<file path="src/rtl/dmem_pkg.sv">
// dmem_pkg
//   Shared types and constants for the data-memory store buffer.
//   Contents:
//     ADDR_WIDTH / DATA_WIDTH : widths of a buffered store (match Data_Memory)
//     WORD_LSB                : lowest address bit that selects a word
//     sb_entry_t              : one pending store (byte address + data word)
//   Optional feature macro used by the files that import this package:
//     DMEM_SB_FWD_EN (store-to-load forwarding).
package dmem_pkg;

    localparam int ADDR_WIDTH = 32;
    localparam int DATA_WIDTH = 32;
    localparam int WORD_LSB   = 2;

    typedef struct packed {
        logic [ADDR_WIDTH-1:0] addr;
        logic [DATA_WIDTH-1:0] data;
    } sb_entry_t;

endpackage

</file>
<file path="src/rtl/dmem_store_buffer_fifo.sv">
// sb_fifo
//   Circular storage for pending stores: head/tail pointers, occupancy
//   count, per-entry valid bits and a full read-out of every slot so the
//   top level can run its address compare.
//   Ports:
//     clk, rst      : clock, synchronous active-high reset
//     push          : write push_entry at tail this edge
//     push_entry    : store to enqueue
//     pop           : retire the head entry this edge
//     head_entry    : oldest entry (next to drain)
//     entries       : all slots, indexed by physical position
//     valid         : per-slot occupied flag
//     head          : physical index of the oldest entry
//     count         : number of occupied slots (0..DEPTH)
//   Feature macro DMEM_SB_FWD_EN has no effect inside this block.
module sb_fifo
    import dmem_pkg::*;
#(
    parameter int DEPTH = 4,
    localparam int PW   = $clog2(DEPTH)
) (
    input  logic             clk,
    input  logic             rst,
    input  logic             push,
    input  sb_entry_t        push_entry,
    input  logic             pop,
    output sb_entry_t        head_entry,
    output sb_entry_t        entries [DEPTH],
    output logic [DEPTH-1:0] valid,
    output logic [PW-1:0]    head,
    output logic [PW:0]      count
);

    logic [PW-1:0] tail;

    // Payload storage carries no reset; the valid bits alone say what is live.
    always_ff @(posedge clk) begin
        if (push) begin
            entries[tail] <= push_entry;
        end
    end

    always_ff @(posedge clk) begin
        if (rst) begin
            head  <= '0;
            tail  <= '0;
            count <= '0;
            valid <= '0;
        end else begin
            // Pointers are power-of-two wide, so plain increment wraps.
            if (pop) begin
                head        <= head + PW'(1);
                valid[head] <= 1'b0;
            end
            // Placed after the pop clear: when full, push and pop hit the
            // same slot and the new entry must stay valid.
            if (push) begin
                tail        <= tail + PW'(1);
                valid[tail] <= 1'b1;
            end
            case ({push, pop})
                2'b10:   count <= count + (PW+1)'(1);
                2'b01:   count <= count - (PW+1)'(1);
                default: count <= count;
            endcase
        end
    end

    assign head_entry = entries[head];

endmodule

</file>
<file path="src/rtl/dmem_store_buffer.sv">
// dmem_store_buffer
//   Posted-write buffer between the core load/store path and a single-port
//   Data_Memory. Stores retire in one cycle into a FIFO and drain on cycles
//   when no load needs the memory port; loads read memory combinationally
//   or, with forwarding, take data from the youngest matching entry.
//   Ports:
//     clk, rst            : clock, synchronous active-high reset
//     cpu_we, cpu_re      : store / load request (mutually exclusive)
//     cpu_addr, cpu_wdata : byte address (bits [1:0] ignored), store data
//     cpu_rdata           : load data, valid when cpu_re && !cpu_stall
//     cpu_stall           : request not taken this cycle
//     mem_we, mem_a,
//     mem_di, mem_rd      : Data_Memory port (rd is combinational)
//     sb_empty, sb_count  : occupancy status
//   Macro DMEM_SB_FWD_EN: when defined, loads hitting a pending store are
//   forwarded from the buffer; when undefined, such loads stall until the
//   matching stores have drained.
module dmem_store_buffer #(
    parameter int DATA_WIDTH = 32,
    parameter int ADDR_WIDTH = 32,
    parameter int SB_DEPTH   = 4,
    localparam int CW        = $clog2(SB_DEPTH) + 1
) (
    input  logic                  clk,
    input  logic                  rst,
    input  logic                  cpu_we,
    input  logic                  cpu_re,
    input  logic [ADDR_WIDTH-1:0] cpu_addr,
    input  logic [DATA_WIDTH-1:0] cpu_wdata,
    output logic [DATA_WIDTH-1:0] cpu_rdata,
    output logic                  cpu_stall,
    output logic                  mem_we,
    output logic [ADDR_WIDTH-1:0] mem_a,
    output logic [DATA_WIDTH-1:0] mem_di,
    input  logic [DATA_WIDTH-1:0] mem_rd,
    output logic                  sb_empty,
    output logic [CW-1:0]         sb_count
);
    import dmem_pkg::*;

    localparam int PW = $clog2(SB_DEPTH);

    sb_entry_t             head_entry;
    sb_entry_t             entries [SB_DEPTH];
    logic [SB_DEPTH-1:0]   valid;
    logic [PW-1:0]         head;
    logic [CW-1:0]         count;

    logic                  load;
    logic                  empty;
    logic                  full;
    logic                  match;
    logic                  fwd_hit;
    logic                  hold;
    logic                  drain;
    logic                  push;
    logic [PW-1:0]         idx;
    logic [DATA_WIDTH-1:0] fwd_data;
    logic                  unused_bits;

    // A simultaneous store wins, so the load side is masked off.
    assign load  = cpu_re && !cpu_we;
    assign empty = (count == '0);
    assign full  = (count == CW'(SB_DEPTH));

    // Walk oldest to youngest; the last hit seen is the youngest match.
    always_comb begin
        match    = 1'b0;
        fwd_data = '0;
        idx      = head;
        for (int i = 0; i < SB_DEPTH; i++) begin
            idx = head + PW'(i);
            if (valid[idx] &&
                entries[idx].addr[ADDR_WIDTH-1:WORD_LSB] == cpu_addr[ADDR_WIDTH-1:WORD_LSB]) begin
                match = 1'b1;
`ifdef DMEM_SB_FWD_EN
                fwd_data = entries[idx].data;
`endif
            end
        end
    end

    always_comb begin
`ifdef DMEM_SB_FWD_EN
        fwd_hit = load && match;
        hold    = 1'b0;
`else
        // No forwarding: a load to a pending address waits for it to drain.
        fwd_hit = 1'b0;
        hold    = load && match;
`endif
        // A load that reads memory owns the port, unless the buffer is full.
        drain     = !rst && !empty && (full || !load || fwd_hit || hold);
        cpu_stall = !rst && load && (hold || (full && !fwd_hit));
        push      = !rst && cpu_we && !cpu_stall;
    end

    always_comb begin
        mem_we    = drain;
        mem_a     = drain ? head_entry.addr : cpu_addr;
        mem_di    = drain ? head_entry.data : '0;
        cpu_rdata = fwd_hit ? fwd_data : mem_rd;
        sb_empty  = rst || empty;
        sb_count  = rst ? '0 : count;
    end

    // Address byte-offset bits are carried but never compared.
    always_comb begin
        unused_bits = ^cpu_addr[WORD_LSB-1:0];
        for (int i = 0; i < SB_DEPTH; i++) begin
            unused_bits = unused_bits ^ (^entries[i]);
        end
    end

    sb_fifo #(
        .DEPTH (SB_DEPTH)
    ) u_fifo (
        .clk        (clk),
        .rst        (rst),
        .push       (push),
        .push_entry ('{addr: cpu_addr, data: cpu_wdata}),
        .pop        (drain),
        .head_entry (head_entry),
        .entries    (entries),
        .valid      (valid),
        .head       (head),
        .count      (count)
    );

    a_no_we_and_re: assert property (@(posedge clk) disable iff (rst) !(cpu_we && cpu_re));
    a_no_overflow:  assert property (@(posedge clk) disable iff (rst) !(push && full && !drain));

endmodule
</file>
<file path="config.mk">
export PLATFORM = sky130hd
export DESIGN_NAME = dmem_store_buffer
export DESIGN_NICKNAME = d
export VERILOG_FILES = /design/src/rtl/dmem_pkg.sv /design/src/rtl/dmem_store_buffer_fifo.sv /design/src/rtl/dmem_store_buffer.sv
export SDC_FILE = /design/constraint.sdc
export NUM_CORES = 1
export LEC_CHECK = 0
export CAP_MARGIN = 20
export CORE_AREA = 10 10 174 176
export CTS_BUF_LIST = sky130_fd_sc_hd__clkbuf_2 sky130_fd_sc_hd__clkbuf_4 sky130_fd_sc_hd__clkbuf_8
export DETAILED_ROUTE_END_ITERATION = 10
export DIE_AREA = 0 0 184 186
export GPL_TIMING_DRIVEN = 0
export PLACE_DENSITY_LB_ADDON = 0.1
export SLEW_MARGIN = 15
export SYNTH_ARGS = -nofsm -noshare
export SYNTH_HDL_FRONTEND = slang
export SYNTH_SLANG_ARGS = --single-unit
</file>
<file path="constraint.sdc">
create_clock -name clk -period 8.9 [get_ports clk]
set_clock_uncertainty 0.05 [all_clocks]
set_input_delay 1.78 -clock clk [delete_from_list [all_inputs] [get_ports clk]]
set_output_delay 1.78 -clock clk [all_outputs]
set_load 0.01 [all_outputs]
</file>
* After elaboration in Yosys (flattened, before gate mapping) *
Index checks and enable logic that the tools add are counted.

word-level totals
  bits in read-only memories = 0
  register bits = 267
  memories = 0
  output and inout port bits = 102
  latch bits = 0
  bits of input ports = 100
  RAM bits = 0

operators by class
  order comparisons = 13
  reduce and logical (&&, ||, !) cells = 26
  eq/ne operators = 7
  bitwise logic cells = 8
  multipliers = 0
  divide/modulo/power cells = 0
  shifts and indexed selects = 0
  multiplexer cells = 38
  add/sub/neg operators = 6

operators by type and width
  cell                                                                                  number
  64-bit two-way mux                                                                    9
  64-bit binary-select mux with 2-bit select                                            4
  256-bit bitwise mux                                                                   1
  64-bit demux with 2-bit select                                                        1
  30-bit equality test                                                                  4
  32-bit two-way mux                                                                    2
  3-bit greater-or-equal comparator (second input constant)                             5
  1-bit logical AND                                                                     15
  2-bit by 3-bit less-than comparator with 1-bit output (second input constant)         5
  2-bit inverter with 3-bit output                                                      5
  4-bit two-way mux                                                                     3
  1-bit two-way mux                                                                     10
  1-bit binary-select mux with 2-bit select                                             4
  3-bit one-hot mux with 2 select lines                                                 1
  1-bit logical NOT                                                                     5
  2-bit by 1-bit adder with 2-bit output (second input constant)                        2
  2-bit adder (second input constant)                                                   2
  4-bit AND                                                                             1
  1-bit demux with 2-bit select                                                         2
  2-bit by 1-bit greater-or-equal comparator with 1-bit output (second input constant)  2
  1-bit logical OR                                                                      4
  4-bit inverter                                                                        1
  4-bit OR                                                                              1
  3-bit by 1-bit adder with 3-bit output (second input constant)                        1
  other kinds (8)                                                                       8

* Depth between registers and ports, before layout *
Gate-level depths: netlist of run 1.

  depth after elaboration = 17
  depth in mapped cells = 25
  depth with buffers taken out = 16

* Modules after synthesis *
From an unflattened synthesis of run 1, not the netlist that was laid out.

unflattened totals
  cell total of the unflattened synthesis = 1334
  area total of the unflattened synthesis = 16339.4 µm²

modules (own cells, without submodules)
  module             times used  cells each  area each (µm²)
  sb_fifo            1           394         9790.6
  dmem_store_buffer  1           940         6548.8

* Worst setup path after synthesis of run 1 *
OpenSTA, ideal clock, no wires.

  path type = reg-to-output
  from = reg u_fifo.head[0]
  to = out mem_a[29]
  stages on the path, launching flop included = 18
  data arrival time = 4.605 ns
  setup slack = 2.465 ns
  path through = dfxtp_1 buf_6 buf_6 buf_6 buf_4 buf_4 clkinv_1 ha_1 buf_2 mux4_1 xor2_1 or4_1 or4_1 o32ai_2 nor4b_2 a21oi_4 buf_6 mux2_1

between the ends
  elaborated cells on any way between the ends = 43
  those cells by class = add/sub: 3; eq/ne: 4; mux: 25; bitwise: 4; reduce/logical: 7

RTL lines
  element                                                 line                          RTL
  from (decl)                                             dmem_store_buffer_fifo.sv:30  output logic [PW-1:0] head,
  from (signal assigned)                                  dmem_store_buffer_fifo.sv:52  head <= head + PW'(1);
  2-bit adder (*)                                         dmem_store_buffer.sv:72       idx = head + PW'(i);
  net idx[0]                                              dmem_store_buffer.sv:57       logic [PW-1:0] idx;
  2-bit inverter with 3-bit output (implied by the code)  dmem_store_buffer.sv:74       entries[idx].addr[ADDR_WIDTH-1:WORD_LSB] == cpu_addr[ADDR_WIDTH-1:WORD_LSB]) begin
  64-bit binary-select mux with 2-bit select              dmem_store_buffer.sv:74
  64-bit two-way mux (implied by the code) (2 in series)  dmem_store_buffer.sv:74
  30-bit equality test                                    dmem_store_buffer.sv:74
  1-bit logical AND (*)                                   dmem_store_buffer.sv:73       if (valid[idx] &&
  1-bit two-way mux (*)                                   dmem_store_buffer.sv:73
  1-bit logical AND (*)                                   dmem_store_buffer.sv:90       hold = load && match;
  1-bit logical OR (*)                                    dmem_store_buffer.sv:93       drain = !rst && !empty && (full || !load || fwd_hit || hold);
  1-bit logical AND (*)                                   dmem_store_buffer.sv:93
  net mem_we                                              dmem_store_buffer.sv:32       output logic mem_we,
  32-bit two-way mux (*)                                  dmem_store_buffer.sv:100      mem_a = drain ? head_entry.addr : cpu_addr;
  to (decl)                                               dmem_store_buffer.sv:33       output logic [ADDR_WIDTH-1:0] mem_a,

The timed path passes the listed nets; every way through them passes the cells marked *. The select of a mux whose other input is x is not followed.

* Worst setup path after layout of run 1 *
  from = reg u_fifo.head[0]
  to = out mem_a[21]

between the ends
  elaborated cells on any way between the ends = 43
  those cells by class = add/sub: 3; eq/ne: 4; mux: 25; bitwise: 4; reduce/logical: 7

RTL lines
  element                                                 line
  2-bit adder (*)                                         dmem_store_buffer.sv:72
  net idx[0]                                              dmem_store_buffer.sv:57
  2-bit inverter with 3-bit output (implied by the code)  dmem_store_buffer.sv:74
  64-bit binary-select mux with 2-bit select              dmem_store_buffer.sv:74
  64-bit two-way mux (implied by the code) (2 in series)  dmem_store_buffer.sv:74
  30-bit equality test                                    dmem_store_buffer.sv:74
  1-bit logical AND (*)                                   dmem_store_buffer.sv:73
  1-bit two-way mux (*)                                   dmem_store_buffer.sv:73
  1-bit logical AND (*)                                   dmem_store_buffer.sv:90
  1-bit logical OR (*)                                    dmem_store_buffer.sv:93
  1-bit logical AND (*)                                   dmem_store_buffer.sv:93
  32-bit two-way mux (*)                                  dmem_store_buffer.sv:100

Marked as above.

==> results of run 1 <==
## metrics by stage
stage               instance area, um2  utilization  setup TNS [ns]
floorplan                        14580            -               0
global placement                 16700       0.6250          -4.997
detailed placement               16820       0.6294          -5.098
CTS                              17770       0.6648               0
global route                     17780       0.6652               0
finish                           17780       0.6652               0
## worst max-delay path: cells and delay by family, from the launching register on
kind | cells | cell delay, ns
adder cells (fa/ha/maj) | 1 | 0.44
multiplexers | 2 | 0.74
buffers and inverters | 11 | 2.95
AO/OA/AOI/OAI | 3 | 0.80
flip-flops | 1 | 0.37
XOR/XNOR | 1 | 0.39
AND/OR/NAND/NOR | 2 | 0.58
## flip-flops by register name, summed over array words and instances, names as in the netlist
register,flops
u_fifo.head,2
u_fifo.tail,2
u_fifo.entries,256
u_fifo.count,3
u_fifo.valid,4
## final timing paths
path | endpoint | from | cells past startpoint | slack, ns
worst min register to register | u_fifo.count[1] | u_fifo.count[1] | 2 | 0.46
worst max register to register | u_fifo.count[2] | u_fifo.head[0] | 24 | 2.11
worst max-delay path | mem_a[21] | u_fifo.head[0] | 20 | 0.17
worst min-delay path | u_fifo.count[1] | u_fifo.count[1] | 2 | 0.46
## cells in the mapped netlist (all sizes together) (4+ instances only)
| library cell | n | area, um2 |
|---|---|---|
| a2111oi | 5 | 43.79 |
| a21oi | 18 | 101.4 |
| a221oi | 5 | 43.79 |
| a31o | 5 | 43.79 |
| a31oi | 4 | 25.02 |
| and2 | 4 | 25.02 |
| and3 | 32 | 200.2 |
| buf | 74 | 503.0 |
| clkbuf | 36 | 135.1 |
| dfxtp | 11 | 220.2 |
| edfxtp | 256 | 7687 |
| ha | 9 | 112.6 |
| inv | 17 | 63.81 |
| mux2 | 31 | 349.1 |
| mux2i | 73 | 730.7 |
| mux4 | 110 | 2485 |
| nand2 | 11 | 41.29 |
| nand3 | 17 | 85.08 |
| nand4 | 14 | 87.58 |
| nor2 | 21 | 78.83 |
| nor4 | 9 | 56.30 |
| o211ai | 5 | 37.54 |
| o21ai | 16 | 80.08 |
| o22ai | 9 | 56.30 |
| or3 | 4 | 25.02 |
| or4 | 4 | 30.03 |
| xnor2 | 76 | 665.6 |
| xor2 | 39 | 341.6 |
## cells by family (layout without fill, tap and decap cells)
kind of cell	after synthesis	in the layout	synth area share
simple gates	128	128	0.04933
buf+inv	128	384	0.04839
fa+ha+maj	10	10	0.009094
xor+xnor	115	115	0.06906
mux	214	214	0.2444
flops	267	267	0.5422
compound gates	80	80	0.03749
## power groups by stage
stage | sequential [mW] | clock [mW] | combinational, mW
CTS | 1.44 | 1.12 | 1.99
global route | 1.45 | 1.18 | 2.11
floorplan | 1.46 | 0 | 1.32
detailed placement | 1.47 | 0 | 1.97
global placement | 1.47 | 0 | 1.96
finish | 1.45 | 1.10 | 2.01
## placed cells by master (no fill, tap or decap), types with 8 or more instances in the layout
cell	n
buf_1	14
clkbuf_4	15
clkdlybuf4s50_1	169
nor2_1	21
nor4_1	8
clkbuf_1	33
mux2_2	29
mux2i_1	73
buf_6	8
mux4_2	108
dfxtp_1	11
ha_1	9
nand4_1	14
inv_1	16
nand3_1	17
a21oi_1	17
o21ai_0	16
nand2_1	11
clkinv_1	12
clkbuf_8	48
and3_1	32
o22ai_1	9
xnor2_1	76
buf_2	8
edfxtp_1	256
buf_4	43
xor2_1	39
## routing by layer
metal	routed length, um	track usage
met1	15980	0.3094
met2	20460	0.4052
met3	4381	0.06005
met4	1464	0.08948
met5	0	0
## final cells by class
| type | count | area share |
|---|---|---|
| inverters | 18 | 0.003871 |
| plain buffers | 109 | 0.03667 |
| clock buffers | 62 | 0.04307 |
| well taps | 341 | 0.02400 |
| multi-input cells | 547 | 0.3368 |
| flip-flops and latches | 267 | 0.4448 |
| repair buffers | 176 | 0.1033 |
| clock inverters | 19 | 0.007530 |
## what timing repair did
| item | in CTS | in global routing |
|---|---|---|
| setup buffers | 3 | 0 |
| setup endpoints to repair | 66 | 35 |
| pin swaps | 1 | 0 |
| gates cloned | 0 | 0 |
| gates resized for setup | 6 | 5 |
==> flow_summary.json, run 1 <==
{
  "synth-main-ff-cell": "edfxtp_1",
  "multi_input_area_um2": 5987,
  "drc": 0,
  "intPower_mw": 2.961,
  "tightest_slew_ns": 0.9613,
  "p_per_area_nw_per_um2": 256.2,
  "antenna_left": 0,
  "worstPathRequired_ns": 7.07,
  "crit_path_end_kind": "output port",
  "outcome": "complete, no violations",
  "die_y_um": 186,
  "ctsHoldBuffers": 0,
  "pwr-share-comb": 0.441,
  "viasPerCell": 6.266,
  "num_io_pins": 202,
  "drt_iter0_markers": 855,
  "rsz0062_at_grt": "no",
  "io_buffers": 169,
  "synthArstFlopShare": 0,
  "drive_above_1_share": 0.2421,
  "antenna_found_initial": 0,
  "cp_slowest_cell": "clkdlybuf4s50_1",
  "fin_ws_ns": 0.1665,
  "seq_area_frac_synth": 0.5422,
  "numCtsBuffers": 44,
  "stdcell_count": 1539,
  "syn_nets": 1052,
  "hold_violations": 0,
  "vias": 9644,
  "layout.nets": 1273,
  "cp-start-kind": "register",
  "insertedDiodeCount": 0,
  "cts_tree": "done",
  "synthCells": 942,
  "min_period_over_period": 0.9813,
  "yosysWarningCount": 0,
  "share_seq_of_total_power": 0.317,
  "placedCellCount": 1456,
  "hold_class": "reg2reg",
  "dp_hpwl_mm": 29.96,
  "syn_avg_cell_area_um2": 15.48,
  "grt_pass1_vias": 9891,
  "peakVddDrop_mv": 0.1500,
  "gp_congestion": 0.9727,
  "hold_ws_ns": 0.4588,
  "die_area_um2": 34220,
  "routedWlPerCell_um": 27.48,
  "pre_cts_slack_ns": -0.2425,
  "fmax_ghz": 0.1145,
  "die_w_um": 184,
  "maxSlewHeadroom": 0.3591,
  "fill_cells": 1947,
  "switching_share": 0.3498,
  "cp_data_arrival_time_ns": 6.90,
  "wirelength_mm": 42.29,
  "dr.pass1.iters": 5,
  "cts_root_buffer": "clkbuf_8",
  "path_cells": "buf_6, buf_6, buf_6, buf_4, buf_4, clkinv_2, ha_1, clkbuf_4, buf_6, mux4_2, xnor2_1, o2111ai_1, or4_1, o32ai_2, nor4b_2, a21oi_4, buf_12, buf_6, mux2_2, clkdlybuf4s50_1",
  "synth.distinct_cells": 56,
  "regArea_um2": 7908,
  "clk_pin_slew_ns": 0.06,
  "syn2layout_area_growth_pct": 21.90,
  "htreeDepth": 2,
  "p_leak_nw": 5.838,
  "grt_max_degree": 49,
  "p_total_mw": 4.554,
  "core_um2": 26730,
  "cts_sinks": 267,
  "path_max_fanout": 11,
  "clk_latency_ns": 0.59,
  "initial_core_util": 0.5457,
  "p_clk_frac": 0.241,
  "grt_usage": 0.2456,
  "setup.worst_path.class": "reg2out",
  "worst_path_largest_cell_delay_ns": 0.49,
  "final.min_clock_period_ns": 8.734,
  "setup-violations-final": 0,
  "p_sw_mw": 1.593,
  "slew_violations": 0,
  "rows": 60,
  "path_common_cell": "buf_6",
  "grt_overflow": 0,
  "maxCapViolations": 0,
  "grt_pass1_wl_mm": 62.53,
  "syn_area_um2": 14580,
  "clock_path_buffers": 3,
  "synth-seq-cells": 267,
  "synth_edf_count": 256
}
No activity file was read; power rests on OpenSTA's default activity.
==> run 2, diff against run 1 <==
--- a/config.mk
+++ b/config.mk
@@ -8,6 +8,7 @@
 export CAP_MARGIN = 20
 export CORE_AREA = 10 10 174 176
 export CTS_BUF_LIST = sky130_fd_sc_hd__clkbuf_2 sky130_fd_sc_hd__clkbuf_4 sky130_fd_sc_hd__clkbuf_8
+export CTS_CLUSTER_SIZE = 8
 export DETAILED_ROUTE_END_ITERATION = 10
 export DIE_AREA = 0 0 184 186
 export GPL_TIMING_DRIVEN = 0
==> run 2 against run 1 <==
  * Largest power group unchanged
  * Critical path type unchanged
  * Critical path depth is the same
  * Critical endpoint unchanged
  * Combinational power about the same
  * Die area did not move
  * Clock-buffer cell count shrank 3
  * Power is 0.55% lower
==> flow_summary.json, run 2 (synthesis gave the netlist of run 1 again) <==
{
  "worst_path_largest_cell_delay_ns": 0.49,
  "p_total_mw": 4.529,
  "wl_met3_mm": 4.130,
  "rows": 60,
  "num_io_pins": 202,
  "htreeDepth": 2,
  "crit_path_end_kind": "output port",
  "cts_tree": "done",
  "p_clk_frac": 0.237,
  "intPower_mw": 2.945,
  "fmax_ghz": 0.1142,
  "dr_wl_met2_mm": 20.33,
  "io_buffers": 169,
  "antenna_found_initial": 0,
  "insertedDiodeCount": 0,
  "path_common_cell": "buf_6",
  "cts_sinks": 267,
  "p_sw_mw": 1.584,
  "grt_overflow": 0,
  "tightest_slew_ns": 0.9309,
  "grt_pass1_wl_mm": 62.54,
  "final_cell_mix": "edfxtp_1, clkdlybuf4s50_1, mux4_2",
  "p_leak_nw": 5.817,
  "share_seq_of_total_power": 0.319,
  "p_per_area_nw_per_um2": 255.3,
  "routedWlPerCell_um": 27.54,
  "cp_data_arrival_time_ns": 6.93,
  "multi_input_area_um2": 5987,
  "cp_top_family": "buffers and inverters",
  "dr.pass1.iters": 5,
  "clk_latency_ns": 0.59,
  "cp-start-kind": "register",
  "switching_share": 0.3498,
  "tns_ns": 0,
  "die_y_um": 186,
  "grt_pass1_vias": 9916,
  "timing.critical_path.buf_inv": 11,
  "antenna_left": 0,
  "layout_commonest_cell": "edfxtp_1",
  "wl_met1_mm": 16.27,
  "gp_congestion": 0.9727,
  "ctsHoldBuffers": 0,
  "slew_violations": 0,
  "drc": 0,
  "final.min_clock_period_ns": 8.757,
  "fin_ws_ns": 0.1428,
  "outcome": "complete, no violations",
  "path_max_fanout": 11,
  "cts_root_buffer": "clkbuf_8",
  "peakVddDrop_mv": 0.1446,
  "cp_slowest_cell": "clkdlybuf4s50_1",
  "largest_reg_flops": 256,
  "dp_hpwl_mm": 29.96,
  "maxSlewHeadroom": 0.3794,
  "drt_iter0_markers": 863,
  "min_period_over_period": 0.9840,
  "grt_max_degree": 49,
  "core_um2": 26730,
  "hold_class": "reg2reg",
  "fill_cells": 1952,
  "path_cells": "buf_6, buf_6, buf_6, buf_4, buf_4, clkinv_2, ha_1, clkbuf_4, buf_6, mux4_2, xnor2_1, o2111ai_1, or4_1, o32ai_2, nor4b_2, a21oi_4, buf_12, buf_6, mux2_2, clkdlybuf4s50_1",
  "clock_path_buffers": 3,
  "grt_usage": 0.2457,
  "reg_top3": "u_fifo.entries (256), u_fifo.valid (4), u_fifo.count (3)",
  "die_area_um2": 34220,
  "routed.top_layer": "met4",
  "numCtsBuffers": 44,
  "pre_cts_slack_ns": -0.2425,
  "setup-violations-final": 0,
  "clk_pin_slew_ns": 0.06,
  "wirelength_mm": 42.22,
  "layout.nets": 1273,
  "rsz0062_at_grt": "no",
  "maxCapViolations": 0,
  "viasPerCell": 6.327,
  "vias": 9700,
  "drive_above_1_share": 0.2399,
  "die_w_um": 184,
  "regMostFlops": "u_fifo.entries",
  "setup.worst_path.class": "reg2out",
  "hold_ws_ns": 0.4591,
  "hold_violations": 0,
  "worstPathRequired_ns": 7.07,
  "initial_core_util": 0.5457,
  "regArea_um2": 7908,
  "syn2layout_area_growth_pct": 21.66,
  "pwr-share-comb": 0.444
}
## run 2: timing repair
| item | 4_1_cts | 5_1_grt |
|---|---|---|
| pin swaps | 1 | 0 |
| endpoints found under the setup margin | 66 | 35 |
| gates cloned | 0 | 0 |
| resized for setup | 6 | 5 |
| setup buffers | 3 | 0 |
## run 2: power groups by stage
stage	registers [mW]	logic, mW	clock network, mW
2_1_floorplan	1.46	1.32	0
3_3_place_gp	1.47	1.96	0
3_5_place_dp	1.47	1.97	0
4_1_cts	1.44	1.99	1.09
5_1_grt	1.45	2.11	1.15
6_report	1.45	2.01	1.07
## run 2: final timing paths
check | startpoint | endpoint | cells past startpoint | slack, ns
worst max register to register | u_fifo.head[0] | u_fifo.count[2] | 24 | 2.09
worst max-delay path | u_fifo.head[0] | mem_a[21] | 20 | 0.14
worst min register to register | u_fifo.count[1] | u_fifo.count[1] | 2 | 0.46
worst min-delay path | u_fifo.count[1] | u_fifo.count[1] | 2 | 0.46
## run 2: tightest hold or removal path, delay by kind of cell, from the launching register on
family / cells / cell delay, ns
AO/OA/AOI/OAI: 1 / 0.07
flip-flops: 1 / 0.33
AND/OR/NAND/NOR: 1 / 0.08
## run 2: metrics by stage
stage	instance area [um2]	instances	util
detailed placement	16820	1456	0.6294
global placement	16700	1452	0.6250
CTS	17730	1533	0.6635
finish	17740	1533	0.6639
floorplan	14580	942	-
global route	17740	1533	0.6639
## run 2: routing by layer
metal	vias up	track usage
met4	0	0.08948
met5	-	0
met2	522	0.4053
met3	90	0.06064
li1	4144	-
met1	4944	0.3092
## run 2: final cells by class
cell class	count	share of cell area
buffer	109	0.03674
clock buffer	59	0.04189
clock inverter	16	0.006840
inverter	18	0.003878
multi-input combinational	547	0.3374
sequential	267	0.4457
tap	341	0.02405
timing repair buffer	176	0.1035
==> run 3, diff against run 2 <==
--- a/config.mk
+++ b/config.mk
@@ -13,6 +13,7 @@
 export DIE_AREA = 0 0 184 186
 export GPL_TIMING_DRIVEN = 0
 export PLACE_DENSITY_LB_ADDON = 0.1
+export RECOVER_POWER = 50
 export SLEW_MARGIN = 15
 export SYNTH_ARGS = -nofsm -noshare
 export SYNTH_HDL_FRONTEND = slang
==> run 3 against run 2 <==
  * The run now ends with capacitance limit, slew limit left
  * Non-clock buffer count stayed put
  * Cell count is 0.26% higher
  * Via count shrank 0.31%
  * Utilization stayed put
  * Critical endpoint is now mem_a[25]
  * Critical path depth unchanged
  * Setup slack worse by 0.016 ns
  * Sequential share of layout area stayed put
  * Register-to-register slack about the same
  * Maximum frequency is 0.18% lower
  * Final area is the same
  * Clock power about the same
==> flow_summary.json, run 3 (synthesis gave the netlist of run 1 again) <==
{
  "wirelength_mm": 42.32,
  "dp_hpwl_mm": 29.96,
  "layout.nets": 1273,
  "num_io_pins": 202,
  "fmax_ghz": 0.1140,
  "rsz0062_at_grt": "no",
  "path_common_cell": "buf_6",
  "min_period_over_period": 0.9857,
  "timing.critical_path.buf_inv": 11,
  "clk_latency_ns": 0.59,
  "path_max_fanout": 11,
  "top_usage_layer": "met2",
  "hold_violations": 0,
  "r2r-end": "u_fifo.count[2]",
  "die_y_um": 186,
  "rows": 60,
  "cts_root_buffer": "clkbuf_8",
  "core_um2": 26730,
  "clock_path_buffers": 3,
  "violations": "capacitance limit, slew limit",
  "reg2reg_depth": 24,
  "tightest_slew_ns": 2.843,
  "worstPathRequired_ns": 7.07,
  "p_per_area_nw_per_um2": 255.1,
  "crit_path_end_kind": "output port",
  "clk_pin_slew_ns": 0.06,
  "maxSlewHeadroom": -0.8955,
  "die_w_um": 184,
  "final.min_clock_period_ns": 8.773,
  "drc": 0,
  "htreeDepth": 2,
  "grtUsageMet3": 0.06064,
  "cp-start-kind": "register",
  "syn2layout_area_growth_pct": 21.66,
  "cp_data_arrival_time_ns": 6.94,
  "grt_usage": 0.2457,
  "fill_cells": 1951,
  "drt_iter0_markers": 925,
  "grtUsageMet1": 0.3092,
  "whs_path_depth": 2,
  "fin_area_um2": 17740,
  "cp_top_family": "buffers and inverters",
  "worst_path_largest_cell_delay_ns": 0.52,
  "p_leak_nw": 5.824,
  "viasPerCell": 6.291,
  "place_area_um2": 16820,
  "grt_pass1_wl_mm": 62.54,
  "antenna_left": 0,
  "vias": 9670,
  "maxCapViolations": 4,
  "r2r_setup_slack_ns": 2.08,
  "grt_overflow": 0,
  "grt_pass1_vias": 9916,
  "largest_reg_flops": 256,
  "hold_class": "reg2reg",
  "gr-usage-met2": 0.4053,
  "antenna_found_initial": 5,
  "cp.depth": 20,
  "grt_max_degree": 49,
  "regMostFlops": "u_fifo.entries",
  "peakVddDrop_mv": 0.1441,
  "cts_tree": "done",
  "min_from": "u_fifo.count[1]",
  "gp_congestion": 0.9727,
  "timing.rr.start": "u_fifo.head[0]",
  "holdPathEnd": "u_fifo.count[1]",
  "path_cells": "buf_6, buf_6, buf_6, buf_4, buf_4, clkinv_2, ha_1, clkbuf_4, buf_6, mux4_2, xnor2_1, o2111ai_1, or4_1, o32ai_2, nor4b_2, a21oi_4, buf_12, buf_6, mux2_2, clkdlybuf4s50_1",
  "final_cell_mix": "edfxtp_1, mux4_2, clkdlybuf4s50_1",
  "initial_core_util": 0.5457,
  "io_buffers": 169,
  "drive_above_1_share": 0.2366,
  "numCtsBuffers": 44,
  "outcome": "finished with violations",
  "layout_commonest_cell": "edfxtp_1",
  "setup-violations-final": 0,
  "reg_top3": "u_fifo.entries (256), u_fifo.valid (4), u_fifo.count (3)",
  "routedWlPerCell_um": 27.53,
  "die_area_um2": 34220,
  "p_total_mw": 4.526,
  "tns_ns": 0,
  "cts_sinks": 267,
  "cp_slowest_cell": "clkdlybuf4s50_1",
  "dr.pass1.iters": 5,
  "slew_violations": 100,
  "setup.worst_path.class": "reg2out"
}
## run 3: cell count changes in the layout (fill, tap and decap cells not counted), sizes merged
cell / change
clkdlybuf4s50: -65
dlygate4sd3: +65
diode: +4
## run 3: how the worst max path moves through the flow
stage	start	end	slack [ns]
after global placement	u_fifo.head[0]	mem_a[20]	-0.23
after detailed placement	u_fifo.head[0]	mem_a[21]	-0.24
after CTS	u_fifo.head[0]	mem_a[21]	0.09
after global routing	u_fifo.head[0]	mem_a[25]	0.06
after floorplan	u_fifo.head[0]	mem_a[29]	2.47
final	u_fifo.head[0]	mem_a[25]	0.13
## run 3: power breakdown
| group | switching, mW | total (mW) | internal (mW) |
|---|---|---|---|
| registers | 0.0237 | 1.45 | 1.42 |
| clock network | 0.500 | 1.08 | 0.576 |
| logic | 1.06 | 2.00 | 0.941 |
| total | 1.59 | 4.53 | 2.94 |
## run 3: cell type report
type / count / area (um2) / share of cell area
plain buffers: 109 / 651.9 / 0.03674
flip-flops and latches: 267 / 7908 / 0.4457
inverters: 18 / 68.82 / 0.003878
repair buffers: 176 / 1837 / 0.1035
diodes: 4 / 10.01 / 0.0005641
well taps: 341 / 426.7 / 0.02405
multi-input cells: 547 / 5977 / 0.3369
clock buffers: 59 / 743.2 / 0.04189
clock inverters: 16 / 121.4 / 0.006840
## run 3: timing repair
action / CTS / global route
hold endpoints to repair: 0 / 0
pin swaps: 1 / 0
setup buffers: 3 / 0
setup endpoints to repair: 66 / 35
hold buffers: 0 / 0
resized for setup: 6 / 5
## run 3: worst min-delay path: stages (launching register included)
cell     delay, ns
dfxtp_1       0.33
a21oi_1       0.07
nor2_1        0.08
## run 3: layer usage
layer / share of wire / vias up
met4: 0.032 / 2
li1: - / 4153
met1: 0.38 / 4930
met3: 0.099 / 80
met5: 0.00017 / -
met2: 0.48 / 505
## run 3: per-stage QoR
| stage | hold slack [ns] | worst slack (ns) | cells | utilization |
|---|---|---|---|---|
| 2_1_floorplan | 0.4085 | 2.465 | 942 | - |
| 3_3_place_gp | 0.4317 | -0.2345 | 1452 | 0.6250 |
| 3_5_place_dp | 0.4413 | -0.2425 | 1456 | 0.6294 |
| 4_1_cts | 0.4561 | 0.08508 | 1533 | 0.6635 |
| 5_1_grt | 0.4931 | 0.06078 | 1535 | 0.6637 |
| 6_report | 0.4592 | 0.1270 | 1537 | 0.6639 |
